[src/rtl/histoframe_evt_addr_gen.sv]
// histoframe_evt_addr_gen: turns (x,y,pol) events into histogram-frame addresses base + y*width + x
// using an external pipelined multiplier, with bounds-check drop counting and output backpressure.
module histoframe_evt_addr_gen #(
  parameter int MUL_LAT = 3
) (
  input  logic        clk,
  input  logic        reset,
  input  logic        s_valid,
  output logic        s_ready,
  input  logic [15:0] s_x,
  input  logic [15:0] s_y,
  input  logic        s_pol,
  input  logic [15:0] cfg_width,
  input  logic [15:0] cfg_height,
  input  logic [31:0] cfg_base,
  output logic        mul_ce,
  output logic [15:0] mul_din0,
  output logic [15:0] mul_din1,
  input  logic [31:0] mul_dout,
  output logic        m_valid,
  input  logic        m_ready,
  output logic [31:0] m_addr,
  output logic        m_pol,
  output logic [15:0] drop_cnt,
  output logic        busy
);
  logic               stall, acc, inb;
  logic [MUL_LAT-1:0] vld_q, vld_d, pol_q;
  logic [15:0]        x_q [MUL_LAT];
  logic               m_valid_q, m_pol_q;
  logic [31:0]        m_addr_q;
  logic [15:0]        drop_q, drop_d;
  assign stall    = m_valid_q & ~m_ready;
  assign mul_ce   = ~stall;
  assign s_ready  = ~stall;
  assign mul_din0 = s_y;
  assign mul_din1 = cfg_width;
  assign acc      = s_valid & s_ready;
  assign inb      = (s_x < cfg_width) & (s_y < cfg_height);
  assign drop_d   = (acc & ~inb & ~&drop_q) ? drop_q + 16'd1 : drop_q;
  assign m_valid  = m_valid_q;
  assign m_addr   = m_addr_q;
  assign m_pol    = m_pol_q;
  assign drop_cnt = drop_q;
  assign busy     = |vld_q | m_valid_q;
  // out-of-bounds events enter the sideband as bubbles so the multiplier result is simply ignored
  always_comb begin
    vld_d = vld_q;
    vld_d[0] = acc & inb;
    for (int i = 1; i < MUL_LAT; i++) vld_d[i] = vld_q[i-1];
  end
  always_ff @(posedge clk) begin
    if (reset) begin
      vld_q     <= '0;
      m_valid_q <= 1'b0;
      drop_q    <= '0;
    end else begin
      drop_q <= drop_d;
      if (mul_ce) begin
        vld_q     <= vld_d;
        m_valid_q <= vld_q[MUL_LAT-1];
      end
    end
  end
  always_ff @(posedge clk) begin
    if (mul_ce) begin
      x_q[0]   <= s_x;
      pol_q[0] <= s_pol;
      for (int i = 1; i < MUL_LAT; i++) begin
        x_q[i]   <= x_q[i-1];
        pol_q[i] <= pol_q[i-1];
      end
      m_addr_q <= cfg_base + mul_dout + {16'd0, x_q[MUL_LAT-1]};
      m_pol_q  <= pol_q[MUL_LAT-1];
    end
  end
endmodule
[config.mk]
export PLATFORM = sky130hd
export DESIGN_NAME = histoframe_evt_addr_gen
export DESIGN_NICKNAME = d
export VERILOG_FILES = /design/src/rtl/histoframe_evt_addr_gen.sv
export SDC_FILE = /design/constraint.sdc
export NUM_CORES = 1
export LEC_CHECK = 0
export BUFFER_PORTS_ARGS = -buffer_cell sky130_fd_sc_hd__buf_2
export CAP_MARGIN = 0
export CORE_MARGIN = 5
export CORE_UTILIZATION = 25
export CTS_BUF_LIST = sky130_fd_sc_hd__clkbuf_16
export CTS_CLUSTER_SIZE = 25
export DETAILED_ROUTE_END_ITERATION = 8
export GPL_TIMING_DRIVEN = 0
export PLACE_DENSITY = 0.41
export SLEW_MARGIN = 0
export SYNTH_ARGS = -nofsm -noshare
export SYNTH_HDL_FRONTEND = slang
export SYNTH_SLANG_ARGS = --single-unit
[constraint.sdc]
create_clock -name clk -period 4.1 [get_ports clk]
set_clock_uncertainty 0.15 [all_clocks]
set_input_delay 0.205 -clock clk [delete_from_list [all_inputs] [get_ports clk]]
set_output_delay 0.205 -clock clk [all_outputs]
set_load 0.02 [all_outputs]
==> metrics.md, run 1 <==
| Metric | Value |
|---|---|
| Sequential share of the synthesized area | `0.4370` |
| Primary FF master, synth | `edfxtp_1` |
| Total clock buffers created by CTS | `9` |
| Final weighted congestion of routability-driven global placement | `0.7711` |
| Share of layout cells above drive strength 1 | `0.3361` |
| Detailed placer's ending HPWL | `13940 um` |
| Leakage Power | `about 4.1 nW` |
| Final Worst Setup Slack | `0.5607 ns` |
| Vias in the first global route | `5502` |
| Post-route setup TNS | `0 ns` |
| Maximum net fanout on the critical path | `4` |
| Post-synthesis instance area | `6689 um2` |
| Slack of the worst reg-to-reg path | `0.56 ns` |
| Status | `complete, no violations` |
| Floorplan die area | `30130 um2` |
| Launching instance or port of the critical path | `x_q[0][34]` |
| Period utilization | `0.8633` |
| Global-route wire length before repair | `28080 um` |
| Number of failing setup endpoints in the final timing report | `0` |
| Commonest non-fill, non-tap cell in the layout | `buf_2` |
| Antenna-violating nets left | `0` |
| Antenna violations before repair | `0` |
| Min-Delay Startpoint | `m_ready` |
| Detailed router's first-iteration violation count | `299` |
| Tmin final | `3.539 ns` |
| Req. time, crit path | `4.05 ns` |
| Worst reg2reg path depth | `10` |
| Kind of end point of the critical path | `flip-flop` |
| Layout overhead on the synthesized area | `29.69%` |
| Total wire length | `17320 um` |
| Slew @ Worst Pin | `0.5404 ns` |
| Area used by sequential logic in the layout | `2923 um2` |
| Residual DRC count | `0` |
| Clock tree root driver cell | `clkbuf_16` |
| Final nets | `1072` |
| Gr ovfl total | `0` |
| Worst r2r dst | `m_addr[30]` |
| Unrepaired setup endpoints after global routing | `false` |
| Initial core utilization | `0.2552` |
| Setup Crit Path Kind | `flip-flop to flip-flop` |
| F_max | `about 280 MHz` |
| Post-synthesis area per instance | `11.15 um2` |
| Multi-input gate area in the final layout | `3279 um2` |
| Max-capacitance violation count | `0` |
| Total via count in the routed design | `between 5000 and 6000` |
| Worst Hold Depth | `4` |
| Number of library cell types mapped by synthesis | `61` |
| Highest-count cells in the layout ignoring fill and taps | `buf_2, edfxtp_1, ha_1` |
| TritonCTS clock tree | `yes` |
| GRT Util Overall | `0.1141` |
| Worst Setup Start Kind | `flip-flop` |
| Number of hold violations in the final report | `0` |
| Number of synthesized register bits | `104` |
| Boundary Pins | `218` |
| Total Power Consumption | `3.310 mW` |
| Arrival time worst endpoint | `3.49 ns` |
| Placement row count | `59` |
| Class of the worst hold path | `input pin to flip-flop` |
| Clock-pin transition on the worst setup and hold timing paths | `approximately 0.080 ns` |
| Worst max-slew margin expressed relative to the limit | `0.6397` |
| Worst Hold Endpoint | `m_valid` |
| Die Width | `173.6 um` |
| Buffer depth of the longest clock path | `2` |
| Critical R2R Launch | `x_q[0][34]` |
| Filler Cells Inserted | `roughly 2700` |
| Clock latency on the worst-skew pair | `0.36 ns` |
| Die Span Y | `173.6 um` |
| TritonCTS sink count | `104` |
| Floorplan core area | `between 20000 and 30000 um2` |
| Final hold slack | `0.04514 ns` |
| Number of inserted diodes | `0` |
| Yosys warns | `0` |
| Detailed-routing iteration count for the pre-antenna-repair pass | `5` |
| Synth async-reset ratio | `0` |
| Routed length per instance | `between 10 and 15 um` |
| Total number of H-tree levels | `3` |
| Total of buffers placed on input and output ports | `approximately 220` |
| Post-Syn Nets | `826` |
| Detailed-route vias per instance | `4.395` |
| Maximum ir drop on the vdd rail | `between 100 and 150 uV` |
| Power density over the cells | `about 380 nW/um2` |
| Postcts setup bufs | `0` |
| Gate count of the mapped netlist | `600` |
| Worst slack, placed | `0.4998 ns` |
| Count of flip-flops with a built-in enable after synthesis | `84` |
| Max-slew violation count | `0` |
| Maximum number of pins on one net before global-route repair | `65` |
==> critical path: stages (launching register included) <==
cell	delay [ns]
edfxtp_1	0.39
fa_1	0.47
ha_1	0.31
a21o_1	0.16
a21o_1	0.21
a211oi_1	0.29
o21ai_0	0.26
a21o_2	0.29
o41ai_4	0.44
o311ai_2	0.17
xor2_1	0.16
==> cell families (layout without fill, tap and decap cells) <==
kind of cell | Yosys count | after routing | synth area share
AO/OA/AOI/OAI | 125 | 125 | 0.1304
XOR/XNOR | 24 | 24 | 0.03143
adder cells (fa/ha/maj) | 93 | 93 | 0.1930
buffers and inverters | 95 | 346 | 0.07276
flip-flops | 104 | 104 | 0.4370
multiplexers | 7 | 7 | 0.01515
AND/OR/NAND/NOR | 152 | 152 | 0.1203
==> area by class of cell <==
cell class,instances,area share
tap,335,0.04832
buffer,42,0.03317
timing repair buffer,235,0.1480
multi-input combinational,401,0.3780
inverter,53,0.02322
clock buffer,9,0.02596
clock inverter,7,0.006346
sequential,104,0.3369
==> worst max path at each step <==
stage / to
2_1_floorplan: drop_cnt[5]
3_3_place_gp: drop_cnt[5]
3_5_place_dp: m_addr[30]
4_1_cts: m_addr[30]
5_1_grt: m_addr[30]
6_report: m_addr[30]
==> synthesized netlist by cell type (2+ instances only) <==
master	instances	area share
or3_1	3	0.0028
o21ai_0	21	0.016
nand3_1	17	0.013
buf_2	2	0.0015
o221ai_1	2	0.0026
nand4b_1	2	0.0026
buf_4	34	0.038
nand4_1	8	0.0075
a21oi_1	35	0.026
edfxtp_1	84	0.38
and3_1	10	0.0094
and2_1	3	0.0028
xor2_1	8	0.010
nand2_1	29	0.016
o21a_1	2	0.0022
or4_1	7	0.0079
nor3_1	10	0.0075
a211oi_1	5	0.0056
mux2_4	6	0.013
a22oi_1	2	0.0022
nor4_1	3	0.0028
nor2_1	30	0.017
xnor2_1	16	0.021
dfxtp_1	20	0.060
o41ai_1	2	0.0026
fa_1	17	0.051
a31oi_1	2	0.0019
o21ai_1	3	0.0022
nor3b_1	2	0.0022
clkbuf_1	6	0.0034
ha_1	76	0.14
and4_1	3	0.0039
o31ai_1	6	0.0067
inv_1	53	0.030
a21o_1	22	0.025
nand3b_1	2	0.0022
nand2b_1	5	0.0047
nor2b_1	16	0.015
o21bai_1	4	0.0045
==> flip-flops by register name, summed over array words and instances, names as in the netlist <==
signal / count
vld_q: 3
m_addr: 32
m_valid: 1
x_q: 48
drop_cnt: 16
m_pol: 1
pol_q: 3
==> power by group <==
group | switching (mW) | internal [mW] | leakage (nW) | total [mW]
Clock | 0.428 | 0.420 | 0.142 | 0.848
Combinational | 0.640 | 0.443 | 2.88 | 1.08
Sequential | 0.0470 | 1.33 | 1.05 | 1.38
Total | 1.12 | 2.19 | 4.07 | 3.31
==> layer usage <==
layer,GRT usage,routed length (um),up-vias
met2,0.1861,7841,178
met5,0,0,-
met3,0.02879,1142,14
met4,0.03596,249,0
li1,-,-,2661
met1,0.1492,8082,2359
==> per-stage QoR <==
| stage | area, um2 | utilization | instances |
|---|---|---|---|
| 5_1_grt | 8675 | 0.3310 | 1186 |
| 4_1_cts | 8675 | 0.3310 | 1186 |
| 6_report | 8675 | 0.3310 | 1186 |
| 2_1_floorplan | 6689 | - | 600 |
| 3_3_place_gp | 8194 | 0.3127 | 1152 |
| 3_5_place_dp | 8224 | 0.3138 | 1153 |
==> what timing repair did <==
| action | CTS | global route |
|---|---|---|
| endpoints found under the hold margin | 17 | 0 |
| resized for setup | 0 | 0 |
| hold buffers | 17 | 0 |
Note: power is estimated with default switching activity, not from simulation.
==> inputs of run 2 (changes only) <==
--- a/config.mk
+++ b/config.mk
@@ -5,15 +5,15 @@
 export SDC_FILE = /design/constraint.sdc
 export NUM_CORES = 1
 export LEC_CHECK = 0
-export BUFFER_PORTS_ARGS = -buffer_cell sky130_fd_sc_hd__buf_2
 export CAP_MARGIN = 0
 export CORE_MARGIN = 5
 export CORE_UTILIZATION = 25
 export CTS_BUF_LIST = sky130_fd_sc_hd__clkbuf_16
 export CTS_CLUSTER_SIZE = 25
 export DETAILED_ROUTE_END_ITERATION = 8
+export DONT_BUFFER_PORTS = 1
 export GPL_TIMING_DRIVEN = 0
-export PLACE_DENSITY = 0.41
+export PLACE_DENSITY = 0.34
 export SLEW_MARGIN = 0
 export SYNTH_ARGS = -nofsm -noshare
 export SYNTH_HDL_FRONTEND = slang
==> run 2 against run 1 <==
  * Flip-flop and latch count did not move
  * Non-clock buffer count shrank 215
  * Critical endpoint unchanged
  * Count of clock-buffer cells in the layout unchanged
==> metrics.md, run 2 (synthesized netlist as in run 1, its figures left out) <==
| Metric | Value |
|---|---|
| Clock-pin transition on the worst setup and hold timing paths | `0.08 ns (about the same)` |
| Maximum ir drop on the vdd rail | `139.7 uV (was 143.5 uV)` |
| Met3 wire length | `1299 um (was 1142 um)` |
| Floorplan core area | `26210 um2 (unchanged)` |
| Net switching power figure | `1.047 mW (was 1.115 mW)` |
| TritonCTS sink count | `104 (unchanged)` |
| Floorplan die area | `30130 um2 (unchanged)` |
| Vias in the first global route | `4724 (was 5502)` |
| Worst Hold Depth | `3 (was 4)` |
| Detailed router's first-iteration violation count | `230 (was 299)` |
| Slew @ Worst Pin | `0.6914 ns (was 0.5404 ns)` |
| Global-route wire length before repair | `25910 um (was 28080 um)` |
| Commonest non-fill, non-tap cell in the layout | `edfxtp_1 (was buf_2)` |
| Final nets | `857 (was 1072)` |
| Initial core utilization | `0.2552 (unchanged)` |
| Req. time, crit path | `4.05 ns (about the same)` |
| Tmin final | `3.563 ns (was 3.539 ns)` |
| Buffer depth of the longest clock path | `2 (unchanged)` |
| CTS-repair resized insts | `0 (unchanged)` |
| Total via count in the routed design | `4509 (was 5212)` |
| Cells along the critical path | `fa_1, ha_1, a21o_1, a21o_1, a211oi_1, o21ai_0, a21o_2, o41ai_4, o311ai_2, xor2_1 (unchanged)` |
| Die Width | `173.6 um (unchanged)` |
| Detailed-routing iteration count for the pre-antenna-repair pass | `4 (was 5)` |
| Total wire length | `16500 um (was 17320 um)` |
| F_max | `280.6 MHz (was 282.5 MHz)` |
| Met2 wirelength from detailed routing | `7972 um (was 7841 um)` |
| Area after DPL | `7138 um2 (was 8224 um2)` |
| Highest-count cells in the layout ignoring fill and taps | `edfxtp_1, ha_1, inv_1 (was buf_2, edfxtp_1, ha_1)` |
| Min-Delay Startpoint | `s_valid (was m_ready)` |
| Detailed placer's ending HPWL | `13270 um (was 13940 um)` |
| CP peak stage delay | `0.46 ns (was 0.47 ns)` |
| Switching Fraction | `0.3356 (was 0.3370)` |
| Power density over the cells | `410.2 nW/um2 (was 381.5 nW/um2)` |
| Post-route design area | `7605 um2 (was 8675 um2)` |
| Detailed-route vias per instance | `4.644 (was 4.395)` |
| GRT Util Overall | `0.1075 (was 0.1141)` |
| Layout overhead on the synthesized area | `13.69% (was 29.69%)` |
| Final hold slack | `0.06512 ns (was 0.04514 ns)` |
| Cell type with the highest occurrence count on the critical path | `a21o_1 (unchanged)` |
| Class of the worst hold path | `input pin to flip-flop (unchanged)` |
| Clock power share | `0.270 (was 0.256)` |
| Length of routed wiring on met1 | `7035 um (was 8082 um)` |
| Kind of end point of the critical path | `flip-flop (unchanged)` |
| Uppermost signal routing layer after detailed routing | `met5 (was met4)` |
| Period utilization | `0.8691 (was 0.8633)` |
| Worst reg2reg path depth | `10 (unchanged)` |
| Boundary Pins | `218 (unchanged)` |
| Reg with most FFs | `x_q (unchanged)` |
| CP bufs+invs | `0 (unchanged)` |
| Crit-path slowest cell | `fa_1 (unchanged)` |
| Total number of H-tree levels | `3 (unchanged)` |
| Placement row count | `59 (unchanged)` |
| Post-route setup TNS | `0 ns (unchanged)` |
| Number of failing setup endpoints in the final timing report | `0 (unchanged)` |
| Slack of the worst reg-to-reg path | `0.54 ns (was 0.56 ns)` |
| TritonCTS clock tree | `yes (unchanged)` |
| Status | `complete, no violations (unchanged)` |
| Setup Crit Path Kind | `flip-flop to flip-flop (unchanged)` |
| Number of hold violations in the final report | `0 (unchanged)` |
| Max FFs per register | `48 (unchanged)` |
| Crit path max-delay family | `compound AO/OA/AOI/OAI gates (unchanged)` |
| Maximum net fanout on the critical path | `4 (unchanged)` |
| Total of buffers placed on input and output ports | `0 (was 217)` |
| Max-capacitance violation count | `0 (unchanged)` |
| Combinational fraction of design power | `0.225 (was 0.327)` |
| Max-slew violation count | `0 (unchanged)` |
| Worst Hold Endpoint | `vld_q[0] (was m_valid)` |
| Antenna-violating nets left | `0 (unchanged)` |
| Routed length per instance | `16.99 um (was 14.60 um)` |
| Unrepaired setup endpoints after global routing | `false (unchanged)` |
| Final weighted congestion of routability-driven global placement | `0.7769 (was 0.7711)` |
| Worst max-slew margin expressed relative to the limit | `0.5391 (was 0.6397)` |
| Share of layout cells above drive strength 1 | `0.1069 (was 0.3361)` |
| Die Span Y | `173.6 um (unchanged)` |
| Worst r2r dst | `m_addr[30] (unchanged)` |
| Fraction of power consumed by sequential logic | `0.505 (was 0.416)` |
| Number of inserted diodes | `0 (unchanged)` |
| Maximum number of pins on one net before global-route repair | `48 (was 65)` |
| Arrival time worst endpoint | `3.51 ns (was 3.49 ns)` |
| Leakage Power | `3.198 nW (was 4.066 nW)` |
| Critical R2R Launch | `x_q[0][34] (unchanged)` |
| Antenna violations before repair | `1 (was 0)` |
| Total clock buffers created by CTS | `9 (unchanged)` |
| Clock latency on the worst-skew pair | `0.35 ns (was 0.36 ns)` |
| Clock tree root driver cell | `clkbuf_16 (unchanged)` |
| Worst Setup Start Kind | `flip-flop (unchanged)` |
| Design internal power | `2.072 mW (was 2.194 mW)` |
| Residual DRC count | `0 (unchanged)` |
| Gr ovfl total | `0 (unchanged)` |
[run 2: changes by cell type in the layout (fill, tap and decap cells not counted), sizes merged]
cell | previous run | this run
buf | 254 | 37
clkinv | 4 | 1
dlygate4sd3 | 17 | 19
inv | 56 | 59
[run 2: cell type report]
cell class,count,area [um2]
fillers,2680,18600
flip-flops and latches,104,2923
plain buffers,42,287.8
repair buffers,20,217.7
inverters,53,201.4
clock inverters,7,51.30
well taps,335,419.2
clock buffers,9,225.2
multi-input cells,401,3279
[run 2: power by group through the flow]
stage,registers (mW),logic [mW],clock network [mW]
6_report,1.58,0.701,0.842
5_1_grt,1.60,0.804,0.933
4_1_cts,1.58,0.714,0.897
3_5_place_dp,1.61,0.692,0
3_3_place_gp,1.61,0.678,0
2_1_floorplan,1.57,0.550,0
[run 2: worst max path at each step]
stage                       end  slack [ns]  depth (start not counted)        from
global route         m_addr[30]        0.34                         10  x_q[0][34]
detailed placement   m_addr[30]        0.49                         10  x_q[0][34]
CTS                  m_addr[30]        0.46                         10  x_q[0][34]
global placement    drop_cnt[5]       -1.08                          7     m_valid
floorplan           drop_cnt[5]        0.23                          7     m_valid
finish               m_addr[30]        0.54                         10  x_q[0][34]
[run 2: metrics by stage]
stage	utilization	power [mW]	instances	worst slack [ns]
after floorplan	-	2.117	600	0.2291
after global placement	0.2712	2.288	935	-1.082
after detailed placement	0.2724	2.301	936	0.4854
after CTS	0.2902	3.194	971	0.4563
after global routing	0.2902	3.333	971	0.3418
final	0.2902	3.119	971	0.5366
[run 2: layer usage]
metal / vias up / global-route usage
met4: 2 / 0.02573
met5: - / 0
li1: 2230 / -
met1: 2076 / 0.1321
met2: 186 / 0.1824
met3: 15 / 0.03686
[run 2: what timing repair did]
item,in CTS,in global routing
setup buffers,0,0
hold endpoints to repair,27,0
hold buffers,19,0
[run 2: worst min-delay path: cells and delay by family]
family	cells	cell delay (ns)
simple gates	2	0.25
compound gates	1	0.09
